## config.mk

```make
export PLATFORM = sky130hd
export DESIGN_NAME = alu_bcd_converter
export DESIGN_NICKNAME = d
export VERILOG_FILES = /design/src/rtl/alu_pkg.sv /design/src/rtl/bcd_digit_adj.sv /design/src/rtl/alu_bcd_converter.sv
export SDC_FILE = /design/constraint.sdc
export NUM_CORES = 1
export LEC_CHECK = 0
export ABC_AREA = 1
export CAP_MARGIN = 20
export CORE_MARGIN = 10
export CORE_UTILIZATION = 50
export CTS_CLUSTER_SIZE = 25
export DETAILED_ROUTE_END_ITERATION = 6
export PLACE_DENSITY_LB_ADDON = 0.08
export SLEW_MARGIN = 20
export SYNTH_ARGS = -nofsm -noshare
export SYNTH_HDL_FRONTEND = slang
export SYNTH_SLANG_ARGS = --single-unit
```

## constraint.sdc

```tcl
create_clock -name clk -period 1.45 [get_ports clk]
set_input_delay 0.145 -clock clk [delete_from_list [all_inputs] [get_ports clk]]
set_output_delay 0.145 -clock clk [all_outputs]
set_load 0.05 [all_outputs]
```

## src/rtl/alu_pkg.sv

```systemverilog
// Shared definitions for the ALU result binary-to-BCD converter.
// Holds the FSM state type, default widths and the BCD digit width.
package alu_pkg;

  typedef enum logic [1:0] {
    IDLE  = 2'd0,
    SHIFT = 2'd1,
    DONE  = 2'd2
  } state_t;

  localparam int IN_W_DEF  = 8;
  localparam int NDIG_DEF  = 3;
  localparam int BCD_DIG_W = 4;

endpackage

```

## src/rtl/bcd_digit_adj.sv

```systemverilog
// Double-dabble digit correction: a digit of 5 or more gets +3 so that
// the following left shift carries correctly into the next decade.
module bcd_digit_adj
  import alu_pkg::*;
(
  input  logic [BCD_DIG_W-1:0] digit_in,
  output logic [BCD_DIG_W-1:0] digit_out
);

  always_comb begin
    digit_out = digit_in;
    if (digit_in >= BCD_DIG_W'(5)) begin
      digit_out = digit_in + BCD_DIG_W'(3);
    end
  end

endmodule

```

## src/rtl/alu_bcd_converter.sv

```systemverilog
// Sequential double-dabble converter from an unsigned ALU result to packed
// BCD, one shift per cycle, with valid/ready handshakes on both sides.
module alu_bcd_converter
  import alu_pkg::*;
#(
  parameter int IN_W = IN_W_DEF,
  parameter int NDIG = NDIG_DEF
) (
  input  logic                      clk,
  input  logic                      rst_n,
  input  logic                      in_valid,
  output logic                      in_ready,
  input  logic [IN_W-1:0]           in_value,
  input  logic                      in_neg,
  output logic                      out_valid,
  input  logic                      out_ready,
  output logic [BCD_DIG_W*NDIG-1:0] out_bcd,
  output logic                      out_neg,
  output logic                      busy
);

  localparam int BCD_W = BCD_DIG_W * NDIG;
  localparam int TOT_W = BCD_W + IN_W;
  localparam int CNT_W = $clog2(IN_W + 1);
  localparam logic [CNT_W-1:0] LAST_CNT = CNT_W'(IN_W - 1);

  state_t           state_q, state_d;
  logic [CNT_W-1:0] cnt_q, cnt_d;
  logic [IN_W-1:0]  shift_q, shift_d;
  logic [BCD_W-1:0] bcd_q, bcd_d;
  logic             sign_q, sign_d;
  logic [BCD_W-1:0] out_bcd_q, out_bcd_d;
  logic             out_neg_q, out_neg_d;

  logic [BCD_W-1:0] bcd_adj;
  logic [TOT_W-1:0] shifted;

  genvar gi;
  generate
    for (gi = 0; gi < NDIG; gi++) begin : g_digit
      bcd_digit_adj u_adj (
        .digit_in  (bcd_q[gi*BCD_DIG_W +: BCD_DIG_W]),
        .digit_out (bcd_adj[gi*BCD_DIG_W +: BCD_DIG_W])
      );
    end
  endgenerate

  always_comb begin
    state_d   = state_q;
    cnt_d     = cnt_q;
    shift_d   = shift_q;
    bcd_d     = bcd_q;
    sign_d    = sign_q;
    out_bcd_d = out_bcd_q;
    out_neg_d = out_neg_q;
    shifted   = {bcd_adj, shift_q} << 1;

    unique case (state_q)
      IDLE: begin
        if (in_valid) begin
          shift_d = in_value;
          sign_d  = in_neg;
          bcd_d   = '0;
          cnt_d   = '0;
          state_d = SHIFT;
        end
      end
      SHIFT: begin
        bcd_d   = shifted[TOT_W-1:IN_W];
        shift_d = shifted[IN_W-1:0];
        cnt_d   = cnt_q + 1'b1;
        // The edge performing the final shift also publishes the result.
        if (cnt_q == LAST_CNT) begin
          state_d   = DONE;
          out_bcd_d = shifted[TOT_W-1:IN_W];
          out_neg_d = sign_q;
        end
      end
      DONE: begin
        if (out_ready) begin
          state_d = IDLE;
        end
      end
      default: state_d = IDLE;
    endcase
  end

  always_ff @(posedge clk or negedge rst_n) begin
    if (!rst_n) begin
      state_q   <= IDLE;
      cnt_q     <= '0;
      shift_q   <= '0;
      bcd_q     <= '0;
      sign_q    <= 1'b0;
      out_bcd_q <= '0;
      out_neg_q <= 1'b0;
    end else begin
      state_q   <= state_d;
      cnt_q     <= cnt_d;
      shift_q   <= shift_d;
      bcd_q     <= bcd_d;
      sign_q    <= sign_d;
      out_bcd_q <= out_bcd_d;
      out_neg_q <= out_neg_d;
    end
  end

  assign in_ready  = (state_q == IDLE);
  assign out_valid = (state_q == DONE);
  assign busy      = (state_q == SHIFT);
  assign out_bcd   = out_bcd_q;
  assign out_neg   = out_neg_q;

endmodule

```

Yosys cells after proc, flatten, opt, wreduce, memory -nomap -nowiden
Cells that the tools add are included.
{"block": "classes", "n_addsub": 4, "order_cmp": 3, "eq_ne": 6, "n_mux": 13, "n_reduce_logical": 6}
{"cell": "$pmux 12 s2", "count": 1}
{"cell": "$pmux 8 s2", "count": 1}
{"cell": "$ge 4x3->1 const B", "count": 3}
{"cell": "$mux 12", "count": 1}
{"cell": "$mux 4", "count": 3}
{"cell": "$add 4x2->4 const B", "count": 2}
{"cell": "$mux 8", "count": 1}
{"cell": "$pmux 4 s2", "count": 1}
{"cell": "$mux 2", "count": 3}
{"cell": "$pmux 2 s3", "count": 1}
{"cell": "$reduce_and 2->1", "count": 3}
{"cell": "$add 4x1->4 const B", "count": 1}
{"cell": "$eq 4x3->1 const B", "count": 1}
{"cell": "$ne 2x1->1 const B", "count": 2}
{"cell": "$add 3x2->3 const B", "count": 1}
{"cell": "$mux 3", "count": 1}
{"cell": "$reduce_and 3->1", "count": 1}
{"cell": "$eq 2x1->1 const B", "count": 1}
{"cell": "$eq 2x2->1 const B", "count": 1}
{"cell": "$logic_not 2->1", "count": 1}
{"cell": "$ne 2x2->1 const B", "count": 1}
{"cell": "$reduce_bool 2->1", "count": 1}
{"block": "word_totals", "ff_bits": 40, "input_bits": 13, "out_inout_bits": 16, "wordCells": 39}

Longest topological paths before layout
Gate-level depths: netlist (run 1).
{"block": "logic_depth", "word_depth": 3, "mapped_depth": 9, "mapped_depth_nobuf": 9}

Modules after synthesis
A second synthesis (run 1) with hierarchy kept.
{"block": "unflattened", "hier_cells": 272, "hier_area_um2": 2100.8}
{"mod": "alu_bcd_converter", "instances": 1, "cells_per_inst": 203, "area_each_um2": 1695.4, "seq_area_each_um2": 1001.0}
{"mod": "bcd_digit_adj", "instances": 3, "cells_per_inst": 23, "area_each_um2": 135.1, "seq_area_each_um2": 0.0}

Worst setup path after synthesis (run 1)
No wires, ideal clock.
{"block": "synth_path", "kind": "reg2reg", "startpoint": "register state_q[0]", "endpoint": "register shift_q[7]", "setup_ns": 0.121, "arrival_time_ns": 1.615, "t_required_ns": 1.329, "slack_ns": -0.285, "stages_incl_launch_ff": 5, "n_path_buf": 0, "period_less_slack_ns": 1.735, "path_cell_list": "dfrtp_1 -> nor2_1 -> nand2_1 -> o22ai_1 -> nor2_1"}
{"block": "synth_between", "elab_chain_cells": 3, "elab_cells_between_ends": 6, "classes_between": "eq/ne: 2; mux: 1; reduce/logical: 3"}
{"element": "start, declared", "line": "alu_bcd_converter.sv:27", "source": "state_t state_q, state_d;"}
{"element": "start signal, assigned", "line": "alu_bcd_converter.sv:98", "source": "state_q <= state_d;"}
{"element": "$logic_not 2->1 *"}
{"element": "named net in_ready", "line": "alu_bcd_converter.sv:12", "source": "output logic in_ready,"}
{"element": "$ne 2x2->1 (no source line) / $reduce_bool 2->1 (equally long branches)"}
{"element": "$reduce_and 2->1 (no source line)"}
{"element": "end signal, assigned", "line": "alu_bcd_converter.sv:100", "source": "shift_q <= shift_d;"}
{"element": "end, declared", "line": "alu_bcd_converter.sv:29", "source": "logic [IN_W-1:0] shift_q, shift_d;"}
Mark *: on every way through the listed nets, which the timed path passes. The rest lies on a longest branch.
A chain may end at the register's enable or synchronous reset.

Worst setup path in the final report (run 1)
{"block": "layout_path", "startpoint": "register state_q[0]", "endpoint": "output busy"}
{"block": "layout_between", "elab_chain_cells": 1}
{"element": "$eq 2x1->1", "line": "alu_bcd_converter.sv:110", "source": "assign busy = (state_q == SHIFT);"}
{"element": "end, declared", "line": "alu_bcd_converter.sv:19", "source": "output logic busy"}
No other way between the ends.

==> impl_summary.log, run 1 <==
[metrics] count of unique library cells instantiated by Yosys: 21
[metrics] r2r setup slk: 120 ps
[metrics] ordered cell list for the critical path: nand2_4 > inv_6 > buf_12 > buf_12
[metrics] Routed WL per cell: 12.8 µm
[metrics] average via count per standard cell: 4.96
[metrics] routing layer with the top usage in global route: met2
[metrics] register clock-pin slew on the reported worst setup and hold paths: 70 ps
[metrics] peak per-stage delay on the critical path: 450 ps
[metrics] number of synthesized flops with an enable pin: 0
[metrics] Final Max Tran Viols: 0
[metrics] dominant cell by count in the synthesized netlist: sky130_fd_sc_hd__nand2_1
[metrics] Post-Synthesis Cells: 245
[metrics] number of H-tree branching levels: 2
[metrics] data arrival time of the worst path: 1230 ps
[metrics] LEAKAGE: 1.32 nW
[metrics] largest net degree at the start of global routing: 25
[metrics] depth of the most critical reg-to-reg path: 6
[metrics] die area: 6870 µm²
[metrics] number of global-route vias before repair: 1652
[metrics] Root Buffer: sky130_fd_sc_hd__clkbuf_8
[metrics] critical path data required time: 1310 ps
[metrics] M3 GR Usage: 4.59%
[metrics] total global routing track utilization: 12.7%
[metrics] Antenna Violating Nets Remaining: 0
[metrics] Final Critical Period: 1380 ps
[metrics] hold crit path type: input port to async pin
[metrics] max-capacitance violation count: 0
[metrics] Layout area overhead: 26.7%
[metrics] Worst-Margin Slew: 415 ps
[metrics] Slew HR: 72.3%
[metrics] biggest fanout along the worst timing path: 13
[metrics] number of placed I/O pins: 29
[metrics] number of placement rows: 22
[metrics] met1 Track Usage GR: 14.5%
[metrics] count of input and output buffers: 28
[metrics] final worst-path cycle share: 95.1%
[metrics] run status: finished clean
[metrics] register bit count reported by yosys: 40
[metrics] type of element launching the critical path: flip-flop
[metrics] GRT met2 Usage: 21.8%
[metrics] Synth area leaders: sky130_fd_sc_hd__dfrtp_1 (51%), sky130_fd_sc_hd__nand2_1 (21%), sky130_fd_sc_hd__nand3_1 (5.6%)
[metrics] CP max-delay cell: sky130_fd_sc_hd__dfrtp_2
[metrics] netlist area before placement: 1980 µm²
[metrics] fraction of final layout cells sized beyond drive strength 1: 16.4%
[metrics] wire length reported by the detailed router: 4300 µm
[metrics] endpoint class of the critical path: output pin
[metrics] worst hold margin: 317 ps
[metrics] drt first pass iters: 4
[metrics] horizontal die dimension: 82.9 µm
[metrics] worst clock skew on the final layout: 7.45 ps
[metrics] global-route congestion overflow total: 0
[metrics] final standard cell utilization of the core: 66.8%
[metrics] Most used DFF post-synth: sky130_fd_sc_hd__dfrtp_1
[metrics] antenna violations before repair: 0
[metrics] most area-hungry cell type in the Yosys netlist: sky130_fd_sc_hd__dfrtp_1
[metrics] initial DRC count: 115
[metrics] Die Ht: 82.9 µm
[metrics] CP most frequent cell: sky130_fd_sc_hd__buf_12
[metrics] deepest clock path buffer count: 2
[metrics] vias after detailed routing: 1660
[metrics] number of setup violations in the final report: 0
[metrics] Power Dens Cells: 2450 nW/µm²
[metrics] proportion of synthesized flip-flops having asynchronous set or reset: 100%
[metrics] remaining routing DRC violations: 0
[metrics] fill count: 331
[metrics] global-route wire length before repair: 7530 µm
[metrics] number of buffers created by CTS: 5
[metrics] initial core utilization: 52.8%
[metrics] clk sink count: 40
[metrics] origin of the critical flop-to-flop path: cnt_q[0]
[metrics] Crit Reg-Reg Endpoint: out_bcd[9]
[metrics] gp weighted congestion: 0.810
[metrics] final hold viol count: 0
[metrics] syn nets: 265
[metrics] Syn Area/Cell: 8.06 µm²
[metrics] net count of the finished layout: 306
[metrics] setup_tns: 0 ps
[metrics] half-perimeter wire length of the detailed placement result: 3150 µm
[metrics] Yosys Warn Count: 0
[metrics] number of antenna diodes: 0
[metrics] worst-skew pair later-pin latency: 290 ps
[metrics] worst voltage drop across the vdd grid: 1.50 mV
[metrics] peak clock frequency supported by timing: 725 MHz
[metrics] setup repair after global routing missed its margin: no
[metrics] most frequent cells after synthesis: sky130_fd_sc_hd__nand2_1 (109), sky130_fd_sc_hd__dfrtp_1 (40), sky130_fd_sc_hd__nand3_1 (22), sky130_fd_sc_hd__inv_1 (20), sky130_fd_sc_hd__o21ai_0 (12)
[metrics] TritonCTS clock tree: yes
[metrics] Setup Crit Path Kind: flip-flop to output pin
[metrics] top cell type's share of synthesized area: 50.7%
[metrics] Seq/Total Area, Yosys: 50.7%
[metrics] Core Area: 3740 µm²
[cell type report]
type | count | area [µm²] | share of cell area (%)
sequential | 40 | 1000 | 40.0
multi-input combinational | 176 | 848 | 33.9
timing repair buffer | 40 | 390 | 15.6
inverter | 23 | 93.8 | 3.75
clock buffer | 6 | 72.6 | 2.90
tap | 48 | 60.1 | 2.40
clock inverter | 2 | 35.0 | 1.40
[critical path: cells and delay by family (launching register included)]
kind                   cells  cell delay [ps]
buffers and inverters      3              330
and+or+nand+nor            1              150
DFF                        1              450
[timing repair]
action | 4_1_cts | 5_1_grt
hold buffers | 1 | 0
endpoints found under the hold margin | 16 | 0
setup buffers | 1 | 3
gates resized for setup | 4 | 4
endpoints found under the setup margin | 1 | 10
[sequential cells by signal, summed over array words and instances, names as in the netlist]
register / count
state_q: 2
out_neg: 1
bcd_q: 12
cnt_q: 4
sign_q: 1
shift_q: 8
out_bcd: 12
[worst max-delay path by stage]
| stage | slack (ps) | cells after the start | endpoint | start |
|---|---|---|---|---|
| finish | 70 | 4 | busy | state_q[0] |
| global route | 10 | 7 | bcd_q[11] | bcd_q[8] |
| CTS | 30 | 4 | busy | state_q[0] |
| detailed placement | 120 | 5 | out_bcd[3] | cnt_q[0] |
| global placement | 160 | 5 | out_bcd[3] | cnt_q[0] |
| floorplan | 140 | 1 | out_valid | state_q[0] |
[metrics by stage]
step	cell area (µm²)	total power [W]	worst slack, ps	instances
3_5_place_dp	2340	0.00515	118	322
6_report	2500	0.00612	70.5	335
3_3_place_gp	2340	0.00510	164	322
2_1_floorplan	1980	0.00420	140	245
4_1_cts	2470	0.00611	26.0	332
5_1_grt	2500	0.00666	10.8	335
[cells by family after synthesis]
family                   Yosys count  synth area share, %
AND/OR/NAND/NOR                  145                 30.2
flip-flops                        40                 50.7
buffers and inverters             29                 7.03
AO/OA/AOI/OAI                     24                 7.66
adder cells (fa/ha/maj)            7                 4.43
[placed cells by master (no fill, tap or decap), types with 2 or more instances in the layout]
cell                              count
sky130_fd_sc_hd__nand4_1              4
sky130_fd_sc_hd__inv_2                3
sky130_fd_sc_hd__buf_4               22
sky130_fd_sc_hd__o22ai_1              3
sky130_fd_sc_hd__clkdlybuf4s50_1     11
sky130_fd_sc_hd__buf_12               5
sky130_fd_sc_hd__a21oi_1              3
sky130_fd_sc_hd__o21ai_0             12
sky130_fd_sc_hd__inv_1               18
sky130_fd_sc_hd__ha_1                 7
sky130_fd_sc_hd__nor2_1               7
sky130_fd_sc_hd__nor2_4               2
sky130_fd_sc_hd__nand3_1             21
sky130_fd_sc_hd__nand2_1            109
sky130_fd_sc_hd__clkbuf_8             5
sky130_fd_sc_hd__dfrtp_1             39
[where the power goes]
part           switching, W  internal (W)  total, W  leakage (nW)
Sequential         0.000333       0.00161   0.00195         0.504
Clock              0.000377      0.000511  0.000887        0.0552
Combinational       0.00209       0.00119   0.00329         0.765
Total               0.00280       0.00331   0.00612          1.32
[routing by layer]
layer  vias up  part of all wire (%)
met5         -                     0
met4         0                   1.1
met3         6                   4.3
met2        20                    49
met1       773                    46
li1        861                     -
No activity file was read; power rests on OpenSTA's default activity.
==> run 2, diff against run 1 <==
--- a/config.mk
+++ b/config.mk
@@ -12,6 +12,7 @@
 export CTS_CLUSTER_SIZE = 25
 export DETAILED_ROUTE_END_ITERATION = 6
 export PLACE_DENSITY_LB_ADDON = 0.08
+export RECOVER_POWER = 25
 export SLEW_MARGIN = 20
 export SYNTH_ARGS = -nofsm -noshare
 export SYNTH_HDL_FRONTEND = slang
==> run 2 against run 1 <==
  * Sequential power is essentially flat
  * First-iteration DRC count unchanged
  * Worst setup slack barely moved
  * Clock skew unchanged
  * Largest cell class unchanged
==> impl_summary.log, run 2 (synthesized netlist as in run 1, its figures left out) <==
[metrics] initial core utilization: 52.8% (unchanged)
[metrics] number of antenna diodes: 0 (unchanged)
[metrics] largest net degree at the start of global routing: 25 (unchanged)
[metrics] power spent charging and discharging nets: 0.00280 W (about the same)
[metrics] final standard cell utilization of the core: 66.6% (-0.27 points)
[metrics] number of buffers created by CTS: 5 (unchanged)
[metrics] setup slack after layout: 70.5 ps (+0.0182 ps)
[metrics] data arrival time of the worst path: 1230 ps (about the same)
[metrics] vias after detailed routing: 1659 (-0.060%)
[metrics] fraction of final layout cells sized beyond drive strength 1: 16.0% (-0.35 points)
[metrics] worst-skew pair later-pin latency: 290 ps (about the same)
[metrics] total global routing track utilization: 12.7% (unchanged)
[metrics] final worst-path cycle share: 95.1% (about the same)
[metrics] Layout area overhead: 26.2%
[metrics] internal power: 0.00331 W (about the same)
[metrics] total design power: 0.00612 W (about the same)
[metrics] setup repair after global routing missed its margin: no
[metrics] Die Ht: 82.9 µm (unchanged)
[metrics] drt first pass iters: 4 (unchanged)
[metrics] number of placed I/O pins: 29 (unchanged)
[metrics] Final Critical Period: 1380 ps (-0.0182 ps)
[metrics] global-route congestion overflow total: 0 (unchanged)
[metrics] number of H-tree branching levels: 2 (unchanged)
[metrics] number of placement rows: 22 (unchanged)
[metrics] Slew HR: 37.4% (-35 points)
[metrics] Sequential Power Share: 31.8% (about the same)
[metrics] average via count per standard cell: 4.95 (about the same)
[metrics] wire length reported by the detailed router: 4290 µm (about the same)
[metrics] area of the multi-input gates: 848 µm² (unchanged)
[metrics] max-capacitance violation count: 0 (unchanged)
[metrics] worst clock skew on the final layout: 7.45 ps (unchanged)
[metrics] Sequential cell area: 1000 µm² (unchanged)
[metrics] remaining routing DRC violations: 0 (unchanged)
[metrics] global-route wire length before repair: 7530 µm (unchanged)
[metrics] most common cell after layout, fill and taps aside: sky130_fd_sc_hd__nand2_1
[metrics] endpoint class of the critical path: output pin
[metrics] fill count: 331 (unchanged)
[metrics] run status: finished clean
[metrics] Final Max Tran Viols: 0 (unchanged)
[metrics] half-perimeter wire length of the detailed placement result: 3150 µm (unchanged)
[metrics] antenna violations before repair: 0 (unchanged)
[metrics] gp weighted congestion: 0.810 (unchanged)
[metrics] Net Sw Frac: 45.8% (about the same)
[metrics] clock share of power: 14.5% (about the same)
[metrics] number of setup violations in the final report: 0 (unchanged)
[metrics] count of input and output buffers: 28 (unchanged)
[metrics] number of global-route vias before repair: 1652 (unchanged)
[metrics] TritonCTS clock tree: yes
[metrics] worst hold margin: 405 ps (+88.6 ps)
[metrics] final hold viol count: 0 (unchanged)
[metrics] register clock-pin slew on the reported worst setup and hold paths: 70 ps (about the same)
[metrics] type of element launching the critical path: flip-flop
[metrics] deepest clock path buffer count: 2 (unchanged)
[metrics] LEAKAGE: 1.32 nW (-0.46%)
[metrics] net count of the finished layout: 306 (unchanged)
[metrics] Worst-Margin Slew: 939 ps (+524 ps)
[metrics] Setup Crit Path Kind: flip-flop to output pin
[metrics] horizontal die dimension: 82.9 µm (unchanged)
[metrics] commonest cells after routing, fill and taps aside: sky130_fd_sc_hd__nand2_1 (109), sky130_fd_sc_hd__dfrtp_1 (39), sky130_fd_sc_hd__buf_4 (22)
[metrics] hold crit path type: input port to flip-flop
[metrics] clk sink count: 40 (unchanged)
[metrics] biggest fanout along the worst timing path: 13 (unchanged)
[metrics] setup_tns: 0 ps (unchanged)
[metrics] combinational group share of total power: 53.7% (about the same)
[metrics] critical path data required time: 1310 ps (about the same)
[metrics] peak clock frequency supported by timing: 725 MHz (about the same)
[metrics] Routed WL per cell: 12.8 µm (about the same)
[metrics] initial DRC count: 115 (unchanged)
[metrics] Power Dens Cells: 2450 nW/µm² (+0.34%)
[metrics] Antenna Violating Nets Remaining: 0 (unchanged)
[metrics] worst slack at placement: 118 ps (unchanged)
[metrics] Core Area: 3740 µm² (unchanged)
[metrics] Root Buffer: sky130_fd_sc_hd__clkbuf_8
[metrics] worst voltage drop across the vdd grid: 1.50 mV (about the same)
[metrics] die area: 6870 µm² (unchanged)
==> run 2: cell types whose count changed in the layout (fill, tap and decap cells not counted), sizes merged <==
| cell | before | now |
|---|---|---|
| clkbuf | 6 | 7 |
| buf | 28 | 27 |
==> run 2: cell type report <==
class | instances | share of cell area, %
flip-flops and latches | 40 | 40.2
multi-input cells | 176 | 34.0
repair buffers | 40 | 15.3
inverters | 23 | 3.77
clock buffers | 6 | 2.91
well taps | 48 | 2.41
clock inverters | 2 | 1.41
==> run 2: final timing paths <==
path                            cells past startpoint  slack, ps          to       start
worst min register to register                      2        470  out_bcd[7]  out_bcd[7]
worst max register to register                      6        120  out_bcd[9]    cnt_q[0]
min in group asynchronous                           2        510  out_bcd[7]       rst_n
worst max-delay path                                4         70        busy  state_q[0]
worst min-delay path                                2        410  state_q[1]   out_ready
max in group asynchronous                           3        190  state_q[0]       rst_n
==> run 2: per-layer routing <==
| metal | share of wire (%) | global-route usage [%] | wire [µm] |
|---|---|---|---|
| met3 | 4.4 | 4.59 | 190 |
| met2 | 49 | 21.8 | 2090 |
| met1 | 46 | 14.5 | 1970 |
| met5 | 0 | 0 | 0 |
| met4 | 1.1 | 3.54 | 49 |
==> run 2: worst max-delay path, stage by stage (launching register included) <==
cell and delay (ps):
sky130_fd_sc_hd__dfrtp_2 450, sky130_fd_sc_hd__nand2_4 150, sky130_fd_sc_hd__inv_6 50, sky130_fd_sc_hd__buf_12 140, sky130_fd_sc_hd__buf_12 140
==> run 2: per-stage QoR <==
| stage | area (µm²) | instances |
|---|---|---|
| floorplan | 1980 | 245 |
| global placement | 2340 | 322 |
| detailed placement | 2340 | 322 |
| CTS | 2470 | 332 |
| global route | 2490 | 335 |
| finish | 2490 | 335 |
==> run 2: what timing repair did <==
action                                  4_1_cts  5_1_grt
endpoints found under the setup margin        1       10
hold buffers                                  1        0
hold endpoints to repair                     16        0
setup buffers                                 1        3
gates resized for setup                       4        4
==> run 2: power groups by stage <==
stage	combinational [W]	clock [W]	sequential (W)
final	0.00328	0.000887	0.00195
after global routing	0.00367	0.000970	0.00201
after CTS	0.00325	0.000905	0.00196
after detailed placement	0.00318	0	0.00197
after global placement	0.00314	0	0.00196
after floorplan	0.00176	0	0.00244
